### config.mk
export PLATFORM = sky130hd
export DESIGN_NAME = systolic_result_drain
export DESIGN_NICKNAME = d
export VERILOG_FILES = /design/src/rtl/systolic_pkg.sv /design/src/rtl/systolic_result_drain_rc_counter.sv /design/src/rtl/systolic_result_drain.sv
export SDC_FILE = /design/constraint.sdc
export NUM_CORES = 1
export LEC_CHECK = 0
export CORE_ASPECT_RATIO = 1.2
export CORE_MARGIN = 2
export CORE_UTILIZATION = 50
export CTS_CLUSTER_SIZE = 20
export DETAILED_ROUTE_END_ITERATION = 10
export GPL_TIMING_DRIVEN = 0
export PLACE_DENSITY = 0.81
export SYNTH_ARGS = -nofsm -noshare
export SYNTH_HDL_FRONTEND = slang
export SYNTH_SLANG_ARGS = --single-unit
### constraint.sdc
create_clock -name clk -period 2 [get_ports clk]
set_clock_uncertainty 0.05 [all_clocks]
set_input_delay 0.4 -clock clk [delete_from_list [all_inputs] [get_ports clk]]
set_output_delay 0.4 -clock clk [all_outputs]
set_load 0.02 [all_outputs]
### src/rtl/systolic_pkg.sv
// ---------------------------------------------------------------------------
// systolic_pkg
// Shared types and helpers for the systolic array blocks.
//   drain_state_t : drain FSM states (IDLE, STREAM)
//   idx_w()       : index width for a dimension of size n
//   elem_lsb()    : LSB of element (r,c) in a row-major flat vector of
//                   w-bit elements; with w = 1 it is the linear index
// ---------------------------------------------------------------------------
package systolic_pkg;

  typedef enum logic {
    IDLE   = 1'b0,
    STREAM = 1'b1
  } drain_state_t;

  function automatic int idx_w(input int n);
    return $clog2(n);
  endfunction

  function automatic int elem_lsb(input int r, input int c, input int n, input int w);
    return (r * n + c) * w;
  endfunction

endpackage

### src/rtl/systolic_result_drain_rc_counter.sv
// ---------------------------------------------------------------------------
// rc_counter
// Row-major row/column wrap counter. The column advances on every enabled
// cycle. When it wraps, the row advances. When (ROWS-1, COLS-1) is passed,
// the counter wraps back to (0,0).
// Ports:
//   clk, reset_n : clock, asynchronous active-low reset
//   en           : advance one position
//   clr          : return to (0,0); has priority over en
//   row, col     : current position
//   last         : high at position (ROWS-1, COLS-1)
// ---------------------------------------------------------------------------
module rc_counter
  import systolic_pkg::*;
#(
  parameter int ROWS = 4,
  parameter int COLS = 4
) (
  input  logic                     clk,
  input  logic                     reset_n,
  input  logic                     en,
  input  logic                     clr,
  output logic [idx_w(ROWS)-1:0]   row,
  output logic [idx_w(COLS)-1:0]   col,
  output logic                     last
);

  localparam int RW = idx_w(ROWS);
  localparam int CW = idx_w(COLS);
  localparam logic [RW-1:0] ROW_MAX = RW'(ROWS - 1);
  localparam logic [CW-1:0] COL_MAX = CW'(COLS - 1);

  assign last = (row == ROW_MAX) && (col == COL_MAX);

  // The explicit wrap compares keep the sequence correct when ROWS or COLS
  // is not a power of two.
  always_ff @(posedge clk or negedge reset_n) begin
    if (!reset_n) begin
      row <= '0;
      col <= '0;
    end else if (clr) begin
      row <= '0;
      col <= '0;
    end else if (en) begin
      if (col == COL_MAX) begin
        col <= '0;
        row <= (row == ROW_MAX) ? '0 : row + 1'b1;
      end else begin
        col <= col + 1'b1;
      end
    end
  end

endmodule

### src/rtl/systolic_result_drain.sv
// ---------------------------------------------------------------------------
// systolic_result_drain
// This block snapshots the NxN output-stationary PE results in a single cycle.
// It then pulses acc_clear so the array can start its next pass.
// The snapshot is streamed out row-major over a valid/ready interface.
// Ports:
//   clk, reset_n       : clock, asynchronous active-low reset
//   start              : capture request; only honoured in IDLE
//   results_flat       : PE results, element (r,c) at [(r*N+c)*OUTWIDTH +: OUTWIDTH]
//   acc_clear          : one-cycle pulse after capture, clears PE accumulators
//   busy               : high while streaming
//   out_valid/out_ready: stream handshake
//   out_data           : current element, bit-exact copy of the snapshot
//   out_row/out_col    : position of out_data
//   out_last           : high with element (N-1,N-1)
//   done               : one-cycle pulse after the last beat is accepted
// ---------------------------------------------------------------------------
module systolic_result_drain
  import systolic_pkg::*;
#(
  parameter int N        = 4,
  parameter int BITWIDTH = 4,
  parameter int OUTWIDTH = 2 * BITWIDTH
) (
  input  logic                         clk,
  input  logic                         reset_n,
  input  logic                         start,
  input  logic [N*N*OUTWIDTH-1:0]      results_flat,
  output logic                         acc_clear,
  output logic                         busy,
  output logic                         out_valid,
  input  logic                         out_ready,
  output logic [OUTWIDTH-1:0]          out_data,
  output logic [idx_w(N)-1:0]          out_row,
  output logic [idx_w(N)-1:0]          out_col,
  output logic                         out_last,
  output logic                         done
);

  localparam int IW = idx_w(N);

  drain_state_t        state, state_next;
  logic [OUTWIDTH-1:0] buffer [N][N];
  logic [IW-1:0]       row, col;
  logic                capture, beat, cnt_last;

  always_ff @(posedge clk or negedge reset_n) begin
    if (!reset_n) state <= IDLE;
    else          state <= state_next;
  end

  always_comb begin
    state_next = state;
    unique case (state)
      IDLE:    if (start) state_next = STREAM;
      STREAM:  if (beat && cnt_last) state_next = IDLE;
      default: state_next = IDLE;
    endcase
  end

  // out_data is a mux of registered state only. It therefore holds steady
  // under backpressure. It is gated to zero outside STREAM, so a stale
  // snapshot never shows on the bus.
  always_comb begin
    capture   = (state == IDLE) && start;
    out_valid = (state == STREAM);
    busy      = out_valid;
    beat      = out_valid && out_ready;
    out_last  = out_valid && cnt_last;
    out_row   = row;
    out_col   = col;
    out_data  = out_valid ? buffer[row][col] : '0;
  end

  // These are registered pulses. acc_clear lands in the first STREAM cycle.
  // done lands in the first IDLE cycle after the final beat.
  always_ff @(posedge clk or negedge reset_n) begin
    if (!reset_n) begin
      acc_clear <= 1'b0;
      done      <= 1'b0;
    end else begin
      acc_clear <= capture;
      done      <= beat && cnt_last;
    end
  end

  // The snapshot is written only on capture. This keeps it frozen for the
  // whole stream, even if the array starts producing new results.
  always_ff @(posedge clk or negedge reset_n) begin
    if (!reset_n) begin
      for (int r = 0; r < N; r++)
        for (int c = 0; c < N; c++)
          buffer[r][c] <= '0;
    end else if (capture) begin
      for (int r = 0; r < N; r++)
        for (int c = 0; c < N; c++)
          buffer[r][c] <= results_flat[elem_lsb(r, c, N, OUTWIDTH) +: OUTWIDTH];
    end
  end

  // After the last beat the counter wraps itself back to (0,0).
  // Capture also forces it to (0,0), so a stream always starts there.
  rc_counter #(
    .ROWS (N),
    .COLS (N)
  ) u_rc_counter (
    .clk     (clk),
    .reset_n (reset_n),
    .en      (beat),
    .clr     (capture),
    .row     (row),
    .col     (col),
    .last    (cnt_last)
  );

endmodule

==> results.py, run 1 <==
metrics = {
    "setup_path": {
        "cp_max_fo": 5,
        "startpoint_type": "flip-flop",
        "worstSetupStartpoint": "u_rc_counter.row[0]",
        "reg2reg_to": "buffer[32]",
        "r2r_slack_ns": 0.22,
        "worstPathArrival_ns": 2.13,
        "end_kind": "output pin",
        "reg2reg_from": "busy",
        "reg2regPathDepth": 4,
        "worst_ep_required_time_ns": 1.55,
        "path_class": "reg2out",
    },
    "min_path": {
        "min_path_type": "reg2reg",
        "hold_start": "buffer[37]",
        "min_path_cells": 1,
        "holdPathEnd": "buffer[37]",
    },
    "floorplan": {
        "rows": 44,
        "start_util_pct": 50.6,
        "die_h_um": 124,
        "die_area_um2": 13000,
        "coreArea_um2": 11900,
        "io_pins": 149,
        "die_w_um": 104,
    },
    "global_routing": {
        "gr-usage-met2_pct": 43.9,
        "grt_max_degree": 77,
        "gr-total-overflow": 0,
        "busiest_layer": "met2",
        "antenna_found_initial": 0,
        "grt_pass1_wl_um": 24900,
        "track_usage_pct": 25.7,
        "met1_usage_pct": 30.8,
        "grt_pass1_vias": 4555,
        "met3_usage_pct": 6.86,
    },
    "cts": {
        "clk_latency_ns": 0.42,
        "clockBufferDepth": 2,
        "htree_num_levels": 4,
        "cts_root_buf": "clkbuf_16",
        "cts_buffers": 17,
        "path_clk_slew_ns": 0.06,
        "cts_tree": "yes",
        "cts_num_sinks": 135,
    },
    "synth": {
        "ys_seq_area_share_pct": 55.9,
        "synthFlopType": "dfrtp_1",
        "async_reset_ff_share_pct": 100,
        "synth_nets": 500,
        "ys_types": 28,
        "syn_avg_cell_area_um2": 16.5,
        "synth-edff-count": 0,
        "yosysWarnings": 0,
        "synth_top_area_share_pct": 55.9,
        "syn_area_um2": 6050,
        "yosysTopAreaCell": "dfrtp_1",
        "synth_area_leaders": "dfrtp_1, mux2_1, mux4_2",
        "synth_cells": 366,
        "ys_ff_latch": 135,
    },
    "layout": {
        "nFillCells": 777,
        "antenna_cells": 0,
        "drive_above_1_share_pct": 28.2,
        "syn2layout_area_growth_pct": 44.4,
        "fin_nets": 678,
    },
    "sta": {
        "rsz0062_at_grt": "yes",
        "fmax_mhz": 387,
        "setup_tns_ns": -4.43,
        "setup_violations": 8,
        "maxSlewHeadroom_pct": 61.8,
        "fin_crit_sh_pct": 129,
        "post-route-min-period_ns": 2.58,
        "finalMaxSlewViolations": 0,
        "fin_ws_ns": -0.581,
        "hold_viol_final": 0,
        "tightest_slew_ns": 0.573,
    },
    "run": {
        "cap_violations": 0,
    },
    "routing": {
        "viasPerCell": 5.53,
        "ant_nets": 0,
        "wl_um": 15800,
        "drc_errors": 0,
        "drt_first_pass_iters": 4,
        "wire_per_inst_um": 22.0,
        "vias": 3972,
        "drt_iter0_drc": 134,
    },
    "power": {
        "p_per_area_nw_per_um2": 1590,
        "p_leak_nw": 3.72,
        "peakVddDrop_v": 0.000732,
    },
    "placed_design": {
        "gp_congestion": 0.769,
        "pre_cts_slack_ns": -0.813,
        "io_buffers": 148,
        "dp_hpwl_um": 11000,
    },
    "outcome": {
        "outcome": "finished, violations left",
        "violations": "negative setup slack",
    },
}
area by class of cell:
cell class / count / area (um^2) / area share, %
repair buffers: 160 / 1680 / 19.2
clock buffers: 18 / 429 / 4.92
multi-input cells: 204 / 2650 / 30.4
flip-flops and latches: 135 / 3380 / 38.7
plain buffers: 25 / 214 / 2.45
well taps: 161 / 201 / 2.31
clock inverters: 14 / 176 / 2.02
inverters: 1 / 3.75 / 0.0430
how the worst max path moves through the flow:
stage	end
floorplan	out_data[0]
global placement	u_rc_counter.row[0]
detailed placement	out_data[0]
CTS	out_data[4]
global route	out_data[1]
finish	out_data[1]
synth_stat cells (3+ instances only):
| library cell | instances |
|---|---|
| o21ai_1 | 8 |
| buf_2 | 17 |
| mux4_2 | 31 |
| dfrtp_1 | 135 |
| mux2_2 | 19 |
| buf_6 | 3 |
| mux2i_1 | 9 |
| a22oi_1 | 8 |
| buf_4 | 3 |
| mux2_1 | 109 |
| nor2_1 | 3 |
sequential cells by signal, indices dropped and copies added, names as in the netlist:
register          count
done                  1
buffer              128
acc_clear             1
u_rc_counter.row      2
u_rc_counter.col      2
busy                  1
cells by family after synthesis:
group | after synthesis | synth area share [%]
compound gates | 21 | 2.38
fa+ha+maj | 2 | 0.414
buf+inv | 27 | 2.86
flops | 135 | 55.9
mux | 169 | 37.3
simple gates | 12 | 1.18
cells in the final DEF (no fill, tap or decap), drive strengths merged, types with 3 or more instances in the layout:
| master | n |
|---|---|
| clkdlybuf4s50 | 136 |
| dfrtp | 135 |
| mux2 | 128 |
| buf | 43 |
| mux4 | 32 |
| clkbuf | 21 |
| mux2i | 9 |
| a22oi | 8 |
| o21ai | 8 |
| clkinv | 7 |
| nor2 | 3 |
| bufinv | 3 |
| inv | 3 |
repair_timing:
item                                    in CTS  in global routing
endpoints found under the setup margin      11                  9
cloned                                       1                  2
setup buffers                                7                  0
pin swaps                                    7                  2
resized for setup                           82                  8
endpoints found under the hold margin       59                  0
hold buffers                                 1                  0
worst max-delay path, stage by stage, from the launching register on:
cell and delay [ns]:
dfrtp_2 0.42, clkbuf_16 0.18, clkbuf_16 0.15, mux4_2 0.53, mux2i_4 0.20, o21ai_2 0.09
buf_6 0.15
per-layer routing:
layer  routed length [um]  share of wire [%]  up-vias
met3                  877                5.5       26
met4                  435                2.7        0
met2                 8350                 53      147
met1                 6170                 39     2060
li1                     -                  -     1739
met5                    0                  0        -
metrics by stage:
| step | hold slack (ns) | cells | utilization [%] | instance area (um^2) | power (mW) |
|---|---|---|---|---|---|
| floorplan | 0.0544 | 366 | - | 6110 | 7.90 |
| detailed placement | 0.363 | 676 | 65.5 | 7830 | 9.76 |
| finish | 0.428 | 718 | 73.1 | 8730 | 13.9 |
| CTS | 0.433 | 716 | 72.4 | 8640 | 13.6 |
| global route | 0.452 | 718 | 73.1 | 8730 | 14.5 |
| global placement | 0.410 | 675 | 65.3 | 7800 | 9.49 |
power by group:
part	switching (mW)	internal [mW]
sequential	0.712	4.07
combinational	2.53	3.36
clock	1.22	1.97
total	4.46	9.40
(Power assumes the default switching activity.)
==> run 2, diff against run 1 <==
--- a/config.mk
+++ b/config.mk
@@ -5,6 +5,7 @@
 export SDC_FILE = /design/constraint.sdc
 export NUM_CORES = 1
 export LEC_CHECK = 0
+export CAP_MARGIN = 20
 export CORE_ASPECT_RATIO = 1.2
 export CORE_MARGIN = 2
 export CORE_UTILIZATION = 50
==> results.py, run 2 (same netlist as run 1, synthesis figures left out) <==
metrics = {
    "layout": {
        "fin_area_um2": 8730,
        "antenna_cells": 0,
        "layout.cells.non_filler": 718,
        "nFillCells": 777,
        "reg_top3": "buffer x128, u_rc_counter.col x2, u_rc_counter.row x2",
        "layout_common_cells": "clkdlybuf4s50_1, dfrtp_1, mux2_1",
        "layout_commonest_cell": "clkdlybuf4s50_1",
        "final_core_util_pct": 73.1,
        "fin_nets": 678,
        "largest_register_ffs": 128,
        "drive_above_1_share_pct": 28.2,
        "syn2layout_area_growth_pct": 44.4,
        "top_register": "buffer",
    },
    "cts": {
        "path_clk_slew_ns": 0.06,
        "clk_latency_ns": 0.42,
        "cts_tree": "yes",
        "cts_buffers": 17,
        "cts_root_buf": "clkbuf_16",
        "clockBufferDepth": 2,
        "cts_num_sinks": 135,
        "htree_num_levels": 4,
    },
    "global_routing": {
        "gr-total-overflow": 0,
        "grt_pass1_vias": 4555,
        "antenna_found_initial": 0,
        "grt_pass1_wl_um": 24900,
        "track_usage_pct": 25.7,
        "grt_max_degree": 77,
    },
    "routing": {
        "viasPerCell": 5.53,
        "ant_nets": 0,
        "wire_per_inst_um": 22.0,
        "drt_first_pass_iters": 4,
        "drt_iter0_drc": 134,
        "vias": 3972,
        "wl_um": 15800,
        "drc_errors": 0,
    },
    "placed_design": {
        "gp_congestion": 0.769,
        "pre_cts_slack_ns": -0.813,
        "dp_hpwl_um": 11000,
        "io_buffers": 148,
        "dp.cells": 676,
        "placed_area_um2": 7830,
    },
    "power": {
        "finalPower_mw": 13.9,
        "p_leak_nw": 3.72,
        "p_per_area_nw_per_um2": 1590,
        "peakVddDrop_v": 0.000732,
    },
    "floorplan": {
        "coreArea_um2": 11900,
        "die_area_um2": 13000,
        "start_util_pct": 50.6,
        "die_h_um": 124,
        "io_pins": 149,
        "die_w_um": 104,
        "rows": 44,
    },
    "sta": {
        "fin_hold_ws_ns": 0.428,
        "fin_crit_sh_pct": 129,
        "setup_violations": 8,
        "setup_tns_ns": -4.43,
        "rsz0062_at_grt": "yes",
        "fin_ws_ns": -0.581,
        "post-route-min-period_ns": 2.58,
        "maxSlewHeadroom_pct": 61.8,
        "finalMaxSlewViolations": 0,
        "tightest_slew_ns": 0.573,
        "fmax_mhz": 387,
        "hold_viol_final": 0,
    },
    "setup_path": {
        "cpMostUsedCell": "clkbuf_16",
        "worst_ep_required_time_ns": 1.55,
        "max_stage_delay_ns": 0.53,
        "crit_family": "multiplexers",
        "startpoint_type": "flip-flop",
        "cp_slowest_cell": "mux4_2",
        "worstPathArrival_ns": 2.13,
        "path_class": "reg2out",
        "path_cells": "clkbuf_16 > clkbuf_16 > mux4_2 > mux2i_4 > o21ai_2 > buf_6",
        "end_kind": "output pin",
        "cp_max_fo": 5,
        "path_buf_inv": 3,
    },
    "outcome": {
        "violations": "negative setup slack",
        "outcome": "finished, violations left",
    },
    "run": {
        "cap_violations": 0,
    },
    "min_path": {
        "min_path_type": "reg2reg",
    },
}
## run 2: layout make-up
class	instances	area, um^2	area share (%)
clock inverters	14	176	2.02
repair buffers	160	1680	19.2
multi-input cells	204	2650	30.4
plain buffers	25	214	2.45
inverters	1	3.75	0.0430
clock buffers	18	429	4.92
well taps	161	201	2.31
flip-flops and latches	135	3380	38.7
## run 2: metal layers
layer  vias up  GRT usage (%)  share of wire, %
li1       1739              -                 -
met3        26           6.86               5.5
met5         -              0                 0
met2       147           43.9                53
met4         0           10.3               2.7
met1      2060           30.8                39
## run 2: repair_timing
item | in CTS | in global routing
hold buffers | 1 | 0
endpoints found under the setup margin | 11 | 9
endpoints found under the hold margin | 59 | 0
buffers inserted | 7 | 0
cloned | 1 | 2
gates resized for setup | 82 | 8
pin swaps | 7 | 2
## run 2: power by group
| group | total (mW) | internal, mW | leakage [nW] | switching [mW] |
|---|---|---|---|---|
| Combinational | 5.89 | 3.36 | 1.78 | 2.53 |
| Sequential | 4.78 | 4.07 | 1.65 | 0.712 |
| Clock | 3.19 | 1.97 | 0.291 | 1.22 |
| Total | 13.9 | 9.40 | 3.72 | 4.46 |
## run 2: path summary, 6_finish.rpt
kind	startpoint	end	slack (ns)	depth (start not counted)
worst min register to register	buffer[37]	buffer[37]	0.43	1
worst min-delay path	buffer[37]	buffer[37]	0.43	1
worst max-delay path	u_rc_counter.row[0]	out_data[1]	-0.58	6
worst max register to register	busy	buffer[32]	0.22	4
max in group asynchronous	reset_n	buffer[116]	0.65	3
min in group asynchronous	reset_n	buffer[7]	0.47	2
==> run 3, diff against run 2 <==
--- a/config.mk
+++ b/config.mk
@@ -8,11 +8,11 @@
 export CAP_MARGIN = 20
 export CORE_ASPECT_RATIO = 1.2
 export CORE_MARGIN = 2
-export CORE_UTILIZATION = 50
+export CORE_UTILIZATION = 45
 export CTS_CLUSTER_SIZE = 20
 export DETAILED_ROUTE_END_ITERATION = 10
 export GPL_TIMING_DRIVEN = 0
-export PLACE_DENSITY = 0.81
+export PLACE_DENSITY = 0.77
 export SYNTH_ARGS = -nofsm -noshare
 export SYNTH_HDL_FRONTEND = slang
 export SYNTH_SLANG_ARGS = --single-unit
==> constraint.sdc (replaced) <==
create_clock -name clk -period 2.2 [get_ports clk]
set_clock_uncertainty 0.05 [all_clocks]
set_input_delay 0.44 -clock clk [delete_from_list [all_inputs] [get_ports clk]]
set_output_delay 0.44 -clock clk [all_outputs]
set_load 0.02 [all_outputs]
==> results.py, run 3 (same netlist as run 1, synthesis figures left out) <==
metrics = {
    "outcome": {
        "outcome": "finished, violations left",
        "violations": "negative setup slack",
    },
    "global_routing": {
        "track_usage_pct": 22.8,
        "grt_max_degree": 74,
        "grt_pass1_wl_um": 23300,
        "gr-total-overflow": 0,
        "grt_pass1_vias": 4251,
        "antenna_found_initial": 0,
    },
    "setup_path": {
        "cp_max_fo": 7,
        "worst_ep_required_time_ns": 1.71,
        "startpoint_type": "flip-flop",
        "path_cells": "buf_8 > clkbuf_16 > mux4_2 > mux2i_4 > o21ai_2 > buf_6",
        "max_stage_delay_ns": 0.55,
        "r2r_slack_ns": 0.43,
        "worstPathArrival_ns": 2.16,
        "cp_slowest_cell": "mux4_2",
        "path_class": "reg2out",
        "end_kind": "output pin",
    },
    "floorplan": {
        "die_area_um2": 14400,
        "rows": 46,
        "start_util_pct": 45.9,
        "die_w_um": 110,
        "coreArea_um2": 13200,
        "io_pins": 149,
        "die_h_um": 131,
    },
    "layout": {
        "layout_common_cells": "clkdlybuf4s50_1, dfrtp_1, mux2_1",
        "reg_top3": "buffer x128, u_rc_counter.col x2, u_rc_counter.row x2",
        "final_core_util_pct": 64.6,
        "layout_commonest_cell": "clkdlybuf4s50_1",
        "syn2layout_area_growth_pct": 40.8,
        "fin_nets": 677,
        "top_register": "buffer",
        "largest_register_ffs": 128,
        "drive_above_1_share_pct": 24.0,
    },
    "routing": {
        "ant_nets": 0,
        "wl_um": 15500,
        "vias": 3877,
        "drt_first_pass_iters": 4,
        "drt_iter0_drc": 130,
        "drc_errors": 0,
        "wire_per_inst_um": 21.4,
        "viasPerCell": 5.36,
    },
    "cts": {
        "cts_root_buf": "clkbuf_16",
        "clockBufferDepth": 2,
        "cts_buffers": 17,
        "cts_tree": "yes",
        "path_clk_slew_ns": 0.05,
        "clk_latency_ns": 0.42,
        "htree_num_levels": 4,
        "cts_num_sinks": 135,
    },
    "power": {
        "p_leak_nw": 3.65,
        "peakVddDrop_v": 0.000677,
        "p_per_area_nw_per_um2": 1370,
    },
    "sta": {
        "tightest_slew_ns": 0.590,
        "fin_hold_ws_ns": 0.428,
        "setup_violations": 8,
        "post-route-min-period_ns": 2.65,
        "hold_viol_final": 0,
        "fin_ws_ns": -0.452,
        "maxSlewHeadroom_pct": 60.7,
        "rsz0062_at_grt": "yes",
        "fin_crit_sh_pct": 121,
        "finalMaxSlewViolations": 0,
        "fmax_mhz": 377,
    },
    "min_path": {
        "min_path_type": "reg2reg",
    },
    "placed_design": {
        "io_buffers": 148,
        "dp_hpwl_um": 11200,
        "pre_cts_slack_ns": -0.659,
        "gp_congestion": 0.793,
    },
    "run": {
        "cap_violations": 0,
    },
}
==> run 3: changes by cell type in the layout (fill, tap and decap cells not counted), sizes merged <==
cell | before | now
clkdlybuf4s50 | 136 | 138
inv | 3 | 1
dlymetal6s2s | 1 | 0
bufinv | 3 | 1
dlygate4sd2 | 1 | 0
clkinv | 7 | 3
buf | 43 | 41
diode | 0 | 1
clkinvlp | 2 | 0
clkbuf | 21 | 30
==> run 3: metal layers <==
| metal | vias up | global-route usage [%] | share of wire (%) |
|---|---|---|---|
| met5 | - | 0 | 0 |
| met4 | 0 | 7.52 | 1.7 |
| met2 | 118 | 38.1 | 52 |
| met3 | 24 | 7.04 | 6.2 |
| met1 | 2006 | 28.2 | 41 |
| li1 | 1729 | - | - |
==> run 3: critical path, delay by kind of cell, from the launching register on <==
kind	cells	cell delay, ns
buffers and inverters	3	0.49
muxes	2	0.76
AOI/OAI and AO/OA	1	0.09
DFF	1	0.39
==> run 3: stage by stage <==
stage	total power, mW	cells	TNS [ns]	instance area, um^2
2_1_floorplan	6.96	366	0	6050
3_3_place_gp	8.44	682	-612.60	7740
3_5_place_dp	8.64	683	-11.97	7770
4_1_cts	11.4	719	-3.52	8400
5_1_grt	12.3	722	-4.14	8510
6_report	11.7	723	-3.44	8510
==> run 3: cell type report <==
cell class | instances | area, um^2
antenna | 1 | 2.50
buffer | 26 | 205
inverter | 1 | 3.75
multi-input combinational | 204 | 2580
clock buffer | 26 | 489
clock inverter | 4 | 45.0
fill | 970 | 4670
timing repair buffer | 158 | 1600
sequential | 135 | 3380
tap | 168 | 210
==> run 3: path summary, 6_finish.rpt <==
| check | from | end | cells past startpoint |
|---|---|---|---|
| hold reg to reg | buffer[115] | buffer[115] | 1 |
| setup reg to reg | busy | buffer[109] | 4 |
| max in group asynchronous | reset_n | u_rc_counter.col[1] | 3 |
| min in group asynchronous | reset_n | buffer[108] | 2 |
| setup / recovery | u_rc_counter.row[0] | out_data[6] | 6 |
| hold / removal | buffer[115] | buffer[115] | 1 |
==> run 3: timing repair <==
item / in CTS / in global routing
gates resized for setup: 56 / 14
buffers inserted: 5 / 1
pin swaps: 2 / 4
hold buffers: 1 / 0
endpoints found under the setup margin: 9 / 9
hold endpoints to repair: 62 / 0
gates cloned: 0 / 2
==> run 3: where the power goes <==
part / internal (mW) / switching, mW / total [mW]
combinational: 2.71 / 2.04 / 4.75
sequential: 3.70 / 0.628 / 4.33
clock: 1.62 / 0.988 / 2.61
total: 8.04 / 3.65 / 11.7
